<file path="src/rtl/pc_pkg.sv">
// Shared encodings and helpers for the nested-interrupt program counter.
package pc_pkg;

    // Adder base select
    typedef enum logic [1:0] {
        PC_BASEX_PC   = 2'b00,
        PC_BASEX_REGB = 2'b01,
        PC_BASEX_ZERO = 2'b10
    } pc_basex_e;

    // Adder offset select
    typedef enum logic [1:0] {
        PC_OFFSETX_ZERO = 2'b00,
        PC_OFFSETX_TWO  = 2'b01,
        PC_OFFSETX_FOUR = 2'b10,
        PC_OFFSETX_DIN  = 2'b11
    } pc_offsetx_e;

    localparam int unsigned PC_OFFSET_TWO  = 2;
    localparam int unsigned PC_OFFSET_FOUR = 4;

    // Level register holds 0..NUM_INT, where NUM_INT means "no interrupt active"
    function automatic int level_width(input int num_int);
        return $clog2(num_int + 1);
    endfunction

endpackage

</file>
<file path="src/rtl/pc_return_stack.sv">
// LIFO of {return address, saved level}; top entry readable combinationally so a
// pop can restore PC_A in the same update cycle.
module pc_return_stack #(
    parameter int DEPTH = 2,
    parameter int W     = 18
) (
    input  logic         clk,
    input  logic         rst_n,
    input  logic         push,
    input  logic         pop,
    input  logic [W-1:0] din,
    output logic [W-1:0] dout,
    output logic         full,
    output logic         empty
);
    localparam int SPW = $clog2(DEPTH + 1);
    localparam int IW  = (DEPTH > 1) ? $clog2(DEPTH) : 1;

    logic [W-1:0]   mem [DEPTH];
    logic [SPW-1:0] sp_reg;
    logic [SPW-1:0] sp_dec;
    logic [IW-1:0]  wr_idx;
    logic [IW-1:0]  rd_idx;

    assign sp_dec = sp_reg - SPW'(1);
    assign wr_idx = IW'(sp_reg);
    assign rd_idx = IW'(sp_dec);
    assign full   = (sp_reg == SPW'(DEPTH));
    assign empty  = (sp_reg == '0);
    assign dout   = mem[rd_idx];

    // Entry contents need no reset: only entries below SP are ever read back.
    always_ff @(posedge clk) begin
        if (push && !full) begin
            mem[wr_idx] <= din;
        end
    end

    always_ff @(posedge clk or negedge rst_n) begin
        if (!rst_n) begin
            sp_reg <= '0;
        end else if (pop && !empty) begin
            sp_reg <= sp_dec;
        end else if (push && !full) begin
            sp_reg <= sp_reg + SPW'(1);
        end
    end

endmodule

</file>
<file path="src/rtl/pc_nested_int.sv">
// Program counter with base+offset adder, HERE register and prioritised nestable
// interrupts. Optional PC_INT_MASK_EN adds a per-channel mask register loaded from DIN.
module pc_nested_int
    import pc_pkg::*;
#(
    parameter int          AW         = 16,
    parameter int          NUM_INT    = 2,
    parameter int          DEPTH      = 2,
    parameter int unsigned RESET_ADDR = 32'hFFFE,
    parameter int unsigned VEC_BASE   = 32'h0004,
    parameter int unsigned VEC_STRIDE = 32'h0004,
    localparam int         LW         = level_width(NUM_INT)
) (
    input  logic               CLK,
    input  logic               RESET_N,
    input  logic               FETCH,
    input  logic               DECODE,
    input  logic               PC_EN,
    input  logic [1:0]         PC_BASEX,
    input  logic [1:0]         PC_OFFSETX,
    input  logic [AW-1:0]      REGB_DOUT,
    input  logic [AW-1:0]      DIN,
    input  logic               RETI,
    input  logic               INT_EN,
    input  logic [NUM_INT-1:0] INT_REQ,
    input  logic               MASK_WE,
    output logic [AW-1:0]      PC_A,
    output logic [AW-1:0]      PC_A_NEXT,
    output logic [AW-1:0]      HERE,
    output logic [NUM_INT-1:0] INT_ACK,
    output logic [LW-1:0]      INT_LEVEL,
    output logic               STACK_FULL,
    output logic               RET_ERR
);
    logic [AW-1:0]      arga;
    logic [AW-1:0]      argb;
    logic [AW-1:0]      sum;
    logic [NUM_INT-1:0] int_mask;
    logic [NUM_INT-1:0] masked_req;
    logic [LW-1:0]      sel;
    logic [AW-1:0]      vector;
    logic               update;
    logic               take;
    logic               do_pop;
    logic               do_push;
    logic               stack_empty;
    logic [AW+LW-1:0]   stack_top;
    logic [NUM_INT-1:0] ack_next;

    logic [AW-1:0]      pc_a_reg;
    logic [AW-1:0]      here_reg;
    logic [LW-1:0]      level_reg;
    logic [NUM_INT-1:0] ack_reg;
    logic               ret_err_reg;

    always_comb begin
        case (PC_BASEX)
            PC_BASEX_PC:   arga = pc_a_reg;
            PC_BASEX_REGB: arga = REGB_DOUT;
            default:       arga = '0;
        endcase
    end

    always_comb begin
        case (PC_OFFSETX)
            PC_OFFSETX_TWO:  argb = AW'(PC_OFFSET_TWO);
            PC_OFFSETX_FOUR: argb = AW'(PC_OFFSET_FOUR);
            PC_OFFSETX_DIN:  argb = DIN;
            default:         argb = '0;
        endcase
    end

    assign sum       = arga + argb;
    assign PC_A_NEXT = sum;

`ifdef PC_INT_MASK_EN
    logic [NUM_INT-1:0] mask_reg;

    always_ff @(posedge CLK or negedge RESET_N) begin
        if (!RESET_N) begin
            mask_reg <= '1;
        end else if (MASK_WE) begin
            mask_reg <= DIN[NUM_INT-1:0];
        end
    end

    assign int_mask = mask_reg;
`else
    logic unused_mask_we;

    assign unused_mask_we = MASK_WE;
    assign int_mask       = '1;
`endif

    assign masked_req = INT_REQ & int_mask;

    // sel == NUM_INT when nothing is requested, which never compares below the level.
    always_comb begin
        sel = LW'(NUM_INT);
        for (int i = NUM_INT - 1; i >= 0; i--) begin
            if (masked_req[i]) begin
                sel = LW'(i);
            end
        end
    end

    assign vector  = AW'(VEC_BASE) + AW'(sel) * AW'(VEC_STRIDE);
    assign update  = PC_EN & FETCH;
    assign take    = INT_EN & !STACK_FULL & (sel < level_reg);
    assign do_pop  = update & RETI & !stack_empty;
    assign do_push = update & !RETI & take;

    for (genvar gi = 0; gi < NUM_INT; gi++) begin : g_ack
        assign ack_next[gi] = do_push && (sel == LW'(gi));
    end

    pc_return_stack #(
        .DEPTH (DEPTH),
        .W     (AW + LW)
    ) u_stack (
        .clk   (CLK),
        .rst_n (RESET_N),
        .push  (do_push),
        .pop   (do_pop),
        .din   ({sum, level_reg}),
        .dout  (stack_top),
        .full  (STACK_FULL),
        .empty (stack_empty)
    );

    always_ff @(posedge CLK or negedge RESET_N) begin
        if (!RESET_N) begin
            pc_a_reg    <= AW'(RESET_ADDR);
            level_reg   <= LW'(NUM_INT);
            ret_err_reg <= 1'b0;
        end else if (update) begin
            if (RETI && !stack_empty) begin
                pc_a_reg  <= stack_top[AW+LW-1:LW];
                level_reg <= stack_top[LW-1:0];
            end else if (RETI) begin
                pc_a_reg    <= sum;
                ret_err_reg <= 1'b1;
            end else if (take) begin
                pc_a_reg  <= vector;
                level_reg <= sel;
            end else begin
                pc_a_reg <= sum;
            end
        end
    end

    always_ff @(posedge CLK or negedge RESET_N) begin
        if (!RESET_N) begin
            here_reg <= '0;
        end else if (PC_EN && DECODE) begin
            here_reg <= sum;
        end
    end

    always_ff @(posedge CLK or negedge RESET_N) begin
        if (!RESET_N) begin
            ack_reg <= '0;
        end else begin
            ack_reg <= ack_next;
        end
    end

    assign PC_A      = pc_a_reg;
    assign HERE      = here_reg;
    assign INT_ACK   = ack_reg;
    assign INT_LEVEL = level_reg;
    assign RET_ERR   = ret_err_reg;

endmodule

</file>
<file path="config.mk">
export PLATFORM = sky130hd
export DESIGN_NAME = pc_nested_int
export DESIGN_NICKNAME = d
export VERILOG_FILES = /design/src/rtl/pc_pkg.sv /design/src/rtl/pc_return_stack.sv /design/src/rtl/pc_nested_int.sv
export SDC_FILE = /design/constraint.sdc
export NUM_CORES = 1
export LEC_CHECK = 0
export ABC_AREA = 1
export CAP_MARGIN = 25
export CORE_ASPECT_RATIO = 0.6
export CORE_MARGIN = 2
export CORE_UTILIZATION = 51
export DETAILED_ROUTE_END_ITERATION = 6
export GPL_ROUTABILITY_DRIVEN = 0
export PLACE_DENSITY = 0.92
export SLEW_MARGIN = 10
export SYNTH_ARGS = -nofsm -noshare
export SYNTH_HDL_FRONTEND = slang
export SYNTH_SLANG_ARGS = --single-unit
</file>
<file path="constraint.sdc">
create_clock -name CLK -period 5.9 [get_ports CLK]
set_input_delay 1.77 -clock CLK [delete_from_list [all_inputs] [get_ports CLK]]
set_output_delay 1.77 -clock CLK [all_outputs]
set_load 0.01 [all_outputs]
</file>
; Word-level counts from Yosys, hierarchy flattened
; Memories as Yosys holds them, arrays and structs flattened.
; Cells that the tools add are included.
[totals]
output_inout_bits = 54
mem_bits_rw = 36
memories = 1
register_bits = 39
in_bits = 46
[op_classes]
n_lt_le_gt_ge = 1
reduce_logical = 16
n_mux = 14
n_eq_ne = 7
bitwise = 8
addsub = 4
[memory_table]
columns = memory, depth, word_bits, rd, rd_clocked_by_memory_dff, write_ports, line
row1 = u_stack.mem, 2, 18, 1, 0, 1, pc_return_stack.sv:19  ; logic [W-1:0] mem [DEPTH];
[ops]
columns = op, n
row1 = 16-bit 2-to-1 mux, 3
row2 = 16-bit one-hot mux with 3 select lines, 1
row3 = 16-bit one-hot mux with 2 select lines, 1
row4 = 16-bit adder, 1
row5 = 2-bit 2-to-1 mux, 7
row6 = 1-bit AND, 7
row7 = "2-bit by 1-bit == test with 1-bit output, second input constant", 3
row8 = "2-bit == test, second input constant", 3
row9 = 1-bit logical AND, 6
row10 = 2-bit logical NOT, 3
row11 = 3-bit AND reduction, 2
row12 = "3-bit by 4-bit adder with 5-bit output, first input constant", 1
row13 = 2-bit nonzero test, 2
row14 = 1-bit logical NOT, 3
row15 = "2-bit by 1-bit adder with 2-bit output, second input constant", 1
row16 = 2-bit less-than comparator, 1
row17 = 1-bit 2-to-1 mux, 2
row18 = "2-bit by 1-bit inequality test with 1-bit output, second input constant", 1
row19 = "2-bit by 1-bit subtractor with 2-bit output, second input constant", 1
row20 = 1-bit inverter, 1

; Logic depth before layout (Yosys ltp)
; Gate-level depths: netlist (run 1).
[logic_depth]
ltp_word = 8
mapped_depth = 16

; Modules after synthesis
; A second synthesis (run 1) with hierarchy kept.
[unflattened]
cells_unflattened = 552
hier_area_um2 = 4570.6
[modules_own_cells]
columns = mod, n_inst, seq_area_each_um2, cells_each, area_per_inst_um2
row1 = pc_nested_int, 1, 945.9, 436, 2947.8
row2 = pc_return_stack, 1, 1131.1, 116, 1622.8

; Least setup slack after synthesis (run 1)
; No wires, ideal clock.
[synth_path]
path_type = input to output
from = input port PC_BASEX[1]
to = output port PC_A_NEXT[8]
stages = 11
arrival_time_ns = 3.670
setup_slack_ns = 0.460
path_cell_list = nor2_1 -> clkbuf_1 -> a22o_1 -> ha_1 -> inv_1 -> fa_1 -> inv_1 -> nand3_1 -> nand2_2 -> a21oi_1 -> xnor2_1
[synth_between]
elab_chain_len = 3
elab_cells_between_ends = 4
classes_between = add/sub (1) / eq/ne (1) / mux (1) / reduce/logical (1)
[synth_lines]
columns = item, line
row1 = "start, declared", pc_nested_int.sv:19  ; input logic [1:0] PC_BASEX,
row2 = 2-bit by 1-bit == test with 1-bit output or 2-bit logical NOT (tied branches), pc_nested_int.sv:57  ; case (PC_BASEX)
row3 = 16-bit one-hot mux with 2 select lines *, pc_nested_int.sv:57
row4 = 16-bit adder *, pc_nested_int.sv:73  ; assign sum = arga + argb;
row5 = "end, declared", pc_nested_int.sv:28  ; output logic [AW-1:0] PC_A_NEXT,
; Every way passes the cells marked *; elsewhere a longest branch is shown, timed or not.

; Worst setup path after layout (run 1)
[layout_path]
from = input port PC_BASEX[0]
to = output port PC_A_NEXT[13]
; Same word-level chain as after synthesis.

==> results.py, run 1 <==
metrics = {
    "cts": {
        "cts_buffers": 9,
        "cts_tree": "done",
        "postCtsHoldBufs": 0,
        "clk_pin_slew_ps": 50,
        "numClockSinks": 75,
        "htreeDepth": 3,
        "cts_root_buf": "clkbuf_16",
        "clockBufferDepth": 2,
        "clk_latency_ps": 340,
    },
    "floorplan": {
        "start_util_pct": 52.4,
        "dieArea_sq_mm": 0.00951,
        "die_y_um": 76.3,
        "io_pins": 100,
        "coreArea_sq_mm": 0.00849,
        "rows": 26,
        "die_width_um": 125,
    },
    "yosys": {
        "synth-seq-cells": 75,
        "yosysTopAreaCell": "edfxtp_1",
        "synth_ff_type": "edfxtp_1",
        "synth_compound_area_share_pct": 10.2,
        "syn_avg_cell_area_sq_um": 8.12,
        "netlist_instances": 548,
        "ys_top_cells_by_area": "edfxtp_1 24%, nand2_1 15%, dfrtp_1 13%",
        "netlist_area_sq_mm": 0.00445,
        "synthSimpleGateAreaFrac_pct": 26.3,
        "ys_types": 44,
        "ys_warn_count": 0,
        "ys_seq_area_share_pct": 46.7,
        "synth_top_family_by_area": "simple AND/OR/NAND/NOR gates",
        "synthXorXnorAreaFrac_pct": 1.94,
        "synth_edf_count": 36,
        "synth_top_area_share_pct": 24.3,
        "synthAdderAreaFrac_pct": 6.08,
        "async_reset_ff_share_pct": 52.0,
        "synthMuxAreaShare_pct": 0,
        "syn_nets": 615,
    },
    "timing": {
        "setup_viol": 0,
        "maxSlewHeadroom_pct": 37.5,
        "max_freq_ghz": 0.172,
        "worst_slew_pin_slew_ps": 937,
        "period_share_pct": 98.7,
        "final_hold_viol_count": 0,
        "skew_ps": 12.6,
        "post-route-min-period_ps": 5830,
        "slew_viol_final": 0,
    },
    "power": {
        "cellPowerDensity_mw_per_mm2": 340,
        "vdd_drop_max_v": 0.000208,
        "power_leakage_nw": 3.19,
    },
    "grt": {
        "grt_pass1_vias": 4675,
        "grt_most_used_layer": "met2",
        "grt_pass1_wl_um": 23100,
        "grt_usage_pct": 30.8,
        "grtUsageMet3_pct": 9.62,
        "grtUsageMet1_pct": 37.7,
        "grt_max_degree": 40,
        "antenna_found_initial": 0,
        "grt_overflow": 0,
        "use_met2_pct": 50.5,
    },
    "drt": {
        "firstDrtPassIters": 6,
        "dr.first_iter.drc_count": 551,
        "route.vias.total": 4765,
        "via_per_inst": 5.79,
        "wl_per_cell_um": 19.1,
        "drc": 0,
        "antenna_left": 0,
        "drt_wl_total_um": 15700,
    },
    "setup_path": {
        "cp_max_fo": 10,
        "ff2ff_setup_slack_ps": 3270,
        "endpoint_kind": "output port",
        "critPathRequiredTime_ps": 4130,
        "crit_type": "in2out",
        "crit_path_start_kind": "primary input",
        "arrival_ps": 4060,
    },
    "place": {
        "place_inst": 794,
        "placed_area_sq_mm": 0.00587,
        "port_buffers": 98,
        "dp_hpwl_um": 9400,
    },
    "finish": {
        "final_common_cell": "nand2_1",
        "fillers": 477,
        "fin_cells": 823,
        "final_nets": 773,
        "largest_reg_flops": 36,
        "final_util_pct": 78.0,
        "area_delta_synth_final_pct": 48.9,
        "stdcell_area_sq_mm": 0.00662,
        "n_antenna_cell": 0,
        "drive_gt1_share_pct": 28.6,
        "final_cell_mix": "152 x nand2_1, 79 x clkdlybuf4s50_1, 75 x inv_1",
        "top_register": "u_stack.mem",
    },
    "hold_path": {
        "hp-class": "reg2reg",
    },
    "status": {
        "status": "finished clean",
    },
    "job": {
        "maxCapViolCount": 0,
    },
}
[worst max-delay path: stages]
cell and delay, ps:
dlymetal6s2s_1 150, nor2_1 80, buf_4 160, buf_6 150, a22o_4 270, ha_4 270
nand2_1 70, nand2_1 80, inv_1 140, nand2_1 130, a21oi_2 200, nand2_1 100
nand2_2 90, and2_4 160, clkdlybuf4s15_2 220
[timing repair]
action                     CTS  global route
setup endpoints to repair   14            14
buffers inserted             6             6
resized for setup           86            33
pin swaps                   13            17
cloned                       0             1
[cell usage after synthesis, types with 3 or more instances]
library cell	count
inv_1	79
nand3_1	15
nand2_1	174
o22ai_1	3
nor2_1	51
dfrtp_1	23
xor2_1	4
a21oi_1	28
clkbuf_1	12
a22o_1	11
a31oi_1	3
xnor2_1	4
edfxtp_1	36
nand3b_1	3
ha_1	20
nand3_2	4
and2_1	4
nand2_2	9
o21ai_0	14
dfstp_2	16
a21oi_2	7
[path summary, 6_finish.rpt]
path | startpoint | end | cells past startpoint
max in group asynchronous | RESET_N | HERE[13]$_DFFE_PN0P_ | 1
setup / recovery | PC_BASEX[0] | PC_A_NEXT[13] | 15
min in group asynchronous | RESET_N | INT_LEVEL[0]$_DFFE_PN0P_ | 1
setup reg to reg | PC_A[1]$_DFFE_PN1P_ | PC_A[8]$_DFFE_PN1P_ | 15
hold reg to reg | RET_ERR$_DFFE_PN0P_ | RET_ERR$_DFFE_PN0P_ | 1
hold / removal | RET_ERR$_DFFE_PN0P_ | RET_ERR$_DFFE_PN0P_ | 1
[per-stage QoR]
stage / power [mW] / TNS (ps) / worst slack, ps / hold WS (ps)
2_1_floorplan: 1.16 / 0 / 460 / 484
3_3_place_gp: 1.53 / -4540 / -412 / 450
3_5_place_dp: 1.56 / -5380 / -512 / 460
4_1_cts: 2.20 / -133 / -60.0 / 472
5_1_grt: 2.35 / -16.0 / -16.0 / 499
6_report: 2.25 / 0 / 74.5 / 468
[layer usage]
layer  share of wire (%)  wire, um  up-vias
met4                 5.2       812        0
li1                    -         -     2060
met5                   0         0        -
met1                  37      5790     2229
met3                  12      1880      102
met2                  46      7250      374
[report_power, final]
group          internal, mW  switching, mW
Combinational         0.424          0.492
Sequential            0.671         0.0716
Clock                 0.380          0.212
[kinds of logic after synthesis]
logic type	after synthesis
flip-flops	75
AO/OA/AOI/OAI	72
buffers and inverters	97
AND/OR/NAND/NOR	274
XOR/XNOR	9
adder cells (fa/ha/maj)	21
[cell type report]
| cell class | instances | area, sq um | area share (%) |
|---|---|---|---|
| clock buffer | 11 | 243 | 3.66 |
| clock inverter | 5 | 76.3 | 1.15 |
| inverter | 82 | 310 | 4.68 |
| multi-input combinational | 376 | 2300 | 34.7 |
| sequential | 75 | 2080 | 31.4 |
| tap | 112 | 140 | 2.12 |
| timing repair buffer | 162 | 1480 | 22.3 |
Note: power is estimated with default switching activity, not from simulation.
==> inputs of run 2 (changes only) <==
--- a/config.mk
+++ b/config.mk
@@ -12,8 +12,9 @@
 export CORE_UTILIZATION = 51
 export DETAILED_ROUTE_END_ITERATION = 6
 export GPL_ROUTABILITY_DRIVEN = 0
-export PLACE_DENSITY = 0.92
+export PLACE_DENSITY_LB_ADDON = 0.08
 export SLEW_MARGIN = 10
 export SYNTH_ARGS = -nofsm -noshare
 export SYNTH_HDL_FRONTEND = slang
+export SYNTH_HIERARCHICAL = 1
 export SYNTH_SLANG_ARGS = --single-unit
==> constraint.sdc (replaced) <==
create_clock -name CLK -period 5.9 [get_ports CLK]
set_input_delay 1.77 -clock CLK [delete_from_list [all_inputs] [get_ports CLK]]
set_output_delay 1.77 -clock CLK [all_outputs]
set_load 0.005 [all_outputs]
==> run 2 against run 1 <==
Fmax is 1.0% lower. Wire length is 5.7% higher. Setup slack worse by 62 ps. Count of clock-buffer cells in the layout is 1 higher. Non-clock buffer count is 39 higher. Worst hold slack better by 11 ps. Total power is 5.1% higher. Via count is 1.0% higher. Sequential share of layout area is 2.1 points lower. Critical path depth is 3 higher. Critical path type unchanged. Largest cell class unchanged.
==> results.py, run 2 <==
metrics = {
    "drt": {
        "firstDrtPassIters": 6,
        "drc": 0,
        "dr.first_iter.drc_count": 578,
        "via_per_inst": 5.55,
        "wl_per_cell_um": 19.2,
        "route.vias.total": 4815,
        "drt_wl_total_um": 16600,
        "antenna_left": 0,
    },
    "cts": {
        "clk_pin_slew_ps": 60,
        "cts_tree": "done",
        "htreeDepth": 3,
        "postCtsHoldBufs": 0,
        "clk_latency_ps": 350,
        "cts_buffers": 9,
        "clockBufferDepth": 2,
        "numClockSinks": 75,
        "cts_root_buf": "clkbuf_16",
    },
    "yosys": {
        "yosys-top-cells-count": "174 x nand2_1, 72 x inv_1, 37 x nor2_1",
        "ys_types": 41,
        "yosysTopAreaCell": "edfxtp_1",
        "ys_warn_count": 6,
        "netlist_instances": 552,
        "async_reset_ff_share_pct": 52.0,
        "post-synth-top-count-cell": "nand2_1",
        "synth_edf_count": 36,
        "synth_top_area_share_pct": 23.7,
        "ys_top_cells_by_area": "edfxtp_1 24%, nand2_1 14%, dfrtp_1 13%",
        "syn_avg_cell_area_sq_um": 8.28,
        "syn_nets": 619,
        "synth-seq-cells": 75,
        "synth_ff_type": "edfxtp_1",
        "ys_seq_area_share_pct": 45.4,
        "netlist_area_sq_mm": 0.00457,
    },
    "timing": {
        "slew_viol_final": 0,
        "hold-worst-slack_ps": 479,
        "post-route-min-period_ps": 5890,
        "rsz0062_at_grt": "true",
        "maxSlewHeadroom_pct": 47.8,
        "final_hold_viol_count": 0,
        "max_freq_ghz": 0.170,
        "layout_setup_ws_ps": 13.0,
        "setup_viol": 0,
        "skew_ps": 6.84,
        "period_share_pct": 99.8,
        "worst_slew_pin_slew_ps": 783,
    },
    "setup_path": {
        "crit_path_start_kind": "primary input",
        "critPathRequiredTime_ps": 4130,
        "crit_type": "in2out",
        "cp_max_fo": 7,
        "crit_chain": "buf_2, inv_2, nor2_4, buf_12, buf_4, buf_6, nand2_1, o21ai_0, ha_1, buf_4, nand2_1, nand2_1, nand2_1, nand2_1, a21oi_2, nand3_1, and2_4, dlygate4sd2_1",
        "crit_path_max_incr_delay_ps": 350,
        "crit_path_start": "PC_BASEX[0]",
        "endpoint_kind": "output port",
        "crit_path_frequent_cell": "nand2_1",
        "arrival_ps": 4120,
        "rr_startpoint": "PC_A[0]$_DFFE_PN0P_",
        "crit_slowest_cell": "ha_1",
    },
    "finish": {
        "largest_reg_flops": 36,
        "final_nets": 818,
        "area_delta_synth_final_pct": 55.5,
        "drive_gt1_share_pct": 34.7,
        "final_cell_mix": "154 x nand2_1, 94 x buf_4, 81 x clkdlybuf4s50_1",
        "top_register": "u_stack/mem",
        "n_antenna_cell": 0,
        "fin_cells": 868,
        "final_common_cell": "nand2_1",
    },
    "hold_path": {
        "hp-class": "reg2reg",
        "holdCritStartpoint": "RET_ERR$_DFFE_PN0P_",
    },
    "floorplan": {
        "coreArea_sq_mm": 0.00862,
        "start_util_pct": 53.0,
        "dieArea_sq_mm": 0.00976,
        "io_pins": 100,
        "rows": 26,
        "die_width_um": 126,
        "die_y_um": 77.3,
    },
    "place": {
        "place_inst": 812,
        "pre_cts_ws_ps": -537,
        "port_buffers": 98,
        "dp_hpwl_um": 9920,
    },
    "power": {
        "power_leakage_nw": 3.50,
        "vdd_drop_max_v": 0.000309,
        "cellPowerDensity_mw_per_mm2": 333,
    },
    "grt": {
        "grt_max_degree": 40,
        "grt_pass1_vias": 4695,
        "grt_pass1_wl_um": 24200,
        "grt_overflow": 0,
        "grt_usage_pct": 32.7,
        "antenna_found_initial": 0,
    },
    "job": {
        "maxCapViolCount": 0,
    },
    "status": {
        "status": "finished clean",
    },
}
-- run 2: stage by stage --
step	util [%]	total power [mW]	cell area [sq um]	setup TNS, ps
6_report	82.5	2.37	7110	0
3_3_place_gp	70.3	1.58	6060	-5370
3_5_place_dp	70.3	1.60	6060	-5730
5_1_grt	82.5	2.47	7110	-389
4_1_cts	78.2	2.28	6740	-130
2_1_floorplan	-	1.18	4570	0
-- run 2: critical path, delay by kind of cell --
| family | cells | cell delay [ps] |
|---|---|---|
| AOI/OAI and AO/OA | 2 | 220 |
| adders and majority gates | 1 | 350 |
| buffers and inverters | 7 | 990 |
| and+or+nand+nor | 8 | 770 |
-- run 2: kinds of logic after synthesis --
family / count (synthesis) / share of synthesized area (%)
simple gates: 303 / 31.3
buf+inv: 89 / 8.35
flops: 75 / 45.4
compound gates: 57 / 7.28
fa+ha+maj: 21 / 5.91
xor+xnor: 7 / 1.67
-- run 2: final cells by class --
cell class | instances | area [sq um]
well taps | 112 | 140
clock inverters | 4 | 72.6
inverters | 76 | 285
repair buffers | 201 | 1820
clock buffers | 12 | 256
multi-input cells | 388 | 2450
flip-flops and latches | 75 | 2080
fillers | 492 | 1510
-- run 2: metal layers --
layer | GRT usage, % | up-vias | part of all wire [%]
met5 | 0 | - | 0
met4 | 13.3 | 0 | 3.4
met3 | 9.10 | 56 | 12
met2 | 47.9 | 323 | 44
met1 | 46.1 | 2288 | 41
li1 | - | 2148 | -
-- run 2: repair_timing --
action,CTS,global route
setup endpoints to repair,14,13
buffers inserted,24,15
resized for setup,60,59
gates cloned,1,0
pin swaps,20,31
-- run 2: path summary, 6_finish.rpt --
| kind | depth (start not counted) | to | slack [ps] |
|---|---|---|---|
| max | 18 | PC_A_NEXT[14] | 10 |
| min | 1 | RET_ERR$_DFFE_PN0P_ | 480 |
| max reg2reg | 34 | HERE[10]$_DFFE_PN0P_ | 1380 |
| min reg2reg | 1 | RET_ERR$_DFFE_PN0P_ | 480 |
| max in group asynchronous | 2 | PC_A[10]$_DFFE_PN1P_ | 3880 |
| min in group asynchronous | 1 | HERE[5]$_DFFE_PN0P_ | 1420 |
-- run 2: report_power, final --
part           internal (mW)  switching, mW
logic                  0.493          0.508
clock network          0.393          0.214
registers              0.687         0.0707
==> inputs of run 3 (changes only) <==
--- a/config.mk
+++ b/config.mk
@@ -7,9 +7,9 @@
 export LEC_CHECK = 0
 export ABC_AREA = 1
 export CAP_MARGIN = 25
-export CORE_ASPECT_RATIO = 0.6
 export CORE_MARGIN = 2
 export CORE_UTILIZATION = 51
+export CTS_CLUSTER_SIZE = 12
 export DETAILED_ROUTE_END_ITERATION = 6
 export GPL_ROUTABILITY_DRIVEN = 0
 export PLACE_DENSITY_LB_ADDON = 0.08
==> run 3 against run 2 <==
Critical endpoint is now PC_A_NEXT[5]. Total power fell by 13%. Critical path type unchanged. Design area fell by 5.3%. Combinational power fell by 9.9%. Sequential power rose by 3.8%. Fmax rose by 0.49%.
==> results.py, run 3 (synthesis results as in run 2) <==
metrics = {
    "drt": {
        "drc": 0,
        "antenna_left": 0,
        "dr_wl_met2_um": 6910,
        "dr.first_iter.drc_count": 300,
        "routed-wl-met3_um": 1030,
        "wirelength_met1_um": 5830,
        "via_per_inst": 5.36,
        "firstDrtPassIters": 5,
        "route.vias.total": 4490,
        "wl_per_cell_um": 16.9,
        "highest_layer": "met5",
        "drt_wl_total_um": 14200,
    },
    "grt": {
        "grt_pass1_wl_um": 20700,
        "grt_overflow": 0,
        "grt_pass1_vias": 4291,
        "grt_usage_pct": 27.0,
        "grt_max_degree": 40,
        "antenna_found_initial": 1,
    },
    "cts": {
        "numClockSinks": 75,
        "cts_buffers": 9,
        "clockBufferDepth": 2,
        "clk_pin_slew_ps": 80,
        "htreeDepth": 3,
        "clk_latency_ps": 350,
        "cts_root_buf": "clkbuf_8",
        "cts_tree": "done",
    },
    "status": {
        "status": "finished clean",
    },
    "setup_path": {
        "crit_path_frequent_cell": "clkdlybuf4s50_1",
        "endpoint_kind": "output port",
        "crit_buf_inv": 4,
        "crit_path_max_incr_delay_ps": 580,
        "cp_max_fo": 3,
        "crit_path_start_kind": "primary input",
        "r2r_cells": 9,
        "critPathRequiredTime_ps": 4130,
        "crit_chain": "clkdlybuf4s50_1, o21ai_2, inv_1, ha_1, nand3_2, nand2_4, a21oi_4, buf_4, xnor2_1, clkdlybuf4s50_1",
        "critical_path.top_delay_family": "buffers and inverters",
        "worstSetupPathDepth": 10,
        "crit_type": "in2out",
        "crit_slowest_cell": "clkdlybuf4s50_1",
        "arrival_ps": 4090,
    },
    "floorplan": {
        "dieArea_sq_mm": 0.00973,
        "coreArea_sq_mm": 0.00872,
        "start_util_pct": 52.4,
        "io_pins": 100,
        "die_width_um": 98.7,
        "die_y_um": 98.7,
        "rows": 34,
    },
    "power": {
        "p_total_mw": 2.05,
        "power_frac_seq_pct": 38.3,
        "clock_power_share_pct": 17.8,
        "p_comb_share_pct": 43.9,
        "intPower_mw": 1.30,
        "power_switching_mw": 0.751,
        "cellPowerDensity_mw_per_mm2": 305,
        "vdd_drop_max_v": 0.000160,
        "power_leakage_nw": 3.21,
        "switching_share_pct": 36.6,
    },
    "hold_path": {
        "hp-class": "reg2reg",
        "hold_depth": 2,
    },
    "finish": {
        "final_util_pct": 77.2,
        "drive_gt1_share_pct": 31.8,
        "fillers": 601,
        "final_cell_mix": "159 x nand2_1, 86 x clkdlybuf4s50_1, 70 x buf_4",
        "n_antenna_cell": 0,
        "area_delta_synth_final_pct": 47.2,
        "multi_input_area_sq_mm": 0.00248,
        "seqCellArea_sq_mm": 0.00208,
        "largest_reg_flops": 36,
        "final_nets": 792,
        "final_common_cell": "nand2_1",
        "top_register": "u_stack/mem",
    },
    "timing": {
        "max_freq_ghz": 0.171,
        "worst_slew_pin_slew_ps": 831,
        "setup_viol": 0,
        "period_share_pct": 99.3,
        "slew_viol_final": 0,
        "maxSlewHeadroom_pct": 44.5,
        "final_hold_viol_count": 0,
        "post-route-min-period_ps": 5860,
        "skew_ps": 17.8,
    },
    "job": {
        "maxCapViolCount": 0,
    },
    "place": {
        "port_buffers": 98,
        "dp_hpwl_um": 9400,
    },
}
[run 3: cell count changes in the layout (fill, tap and decap cells not counted), sizes merged]
cell and delta:
bufinv -2, inv +2, clkinvlp +3, dlygate4sd2 -2, buf -29, clkdlybuf4s50 +5, dlymetal6s2s -3
[run 3: layer usage]
layer,GRT usage (%),vias to the layer above
li1,-,2089
met1,35.6,2127
met2,44.5,232
met3,5.32,40
met4,9.80,2
met5,0,-
[run 3: cell type report]
cell class                      count  share of cell area [%]
Clock inverter                      7                   0.762
Inverter                           76                    4.24
Tap cell                          108                    2.01
Timing Repair Buffer              175                    23.4
Clock buffer                        9                    1.84
Sequential cell                    75                    30.9
Multi-Input combinational cell    388                    36.9
[run 3: metrics by stage]
stage	cell area, sq um	setup TNS (ps)	worst slack, ps	hold WS (ps)	cells
floorplan	4570	0	370	465	552
global placement	6040	-3950	-451	453	805
detailed placement	6040	-4730	-542	464	805
CTS	6390	-95.4	-39.2	486	828
global route	6730	-141	-36.0	505	838
finish	6730	0	41.8	482	838
[run 3: worst paths after layout]
kind,startpoint,endpoint,slack [ps]
setup / recovery,DIN[1],PC_A_NEXT[5],40
max in group asynchronous,RESET_N,PC_A[15]$_DFFE_PN1P_,4020
setup reg to reg,u_stack/sp_reg[0]$_DFFE_PN0P_,u_stack/mem[0][15]$_DFFE_PP_,2210
hold reg to reg,HERE[14]$_DFFE_PN0P_,HERE[14]$_DFFE_PN0P_,480
min in group asynchronous,RESET_N,HERE[3]$_DFFE_PN0P_,1310
hold / removal,HERE[14]$_DFFE_PN0P_,HERE[14]$_DFFE_PN0P_,480
[run 3: power groups by stage]
stage          clock, mW  sequential (mW)  combinational, mW
6_report           0.365            0.787              0.901
5_1_grt            0.389            0.796              0.974
4_1_cts            0.365            0.783              0.841
3_5_place_dp           0            0.792              0.810
3_3_place_gp           0            0.789              0.790
2_1_floorplan          0            0.753              0.427
[run 3: worst register-to-register path: cells and delay by family, from the launching register on]
kind                       cells  cell delay (ps)
and+or+nand+nor                6             1140
buffers and inverters          2              930
DFF                            1              880
adders and majority gates      1              430
[run 3: repair_timing]
item | CTS | global route
cloned | 0 | 2
pin swaps | 13 | 24
setup endpoints to repair | 14 | 10
hold buffers | 0 | 0
setup buffers | 7 | 7
gates resized for setup | 45 | 63
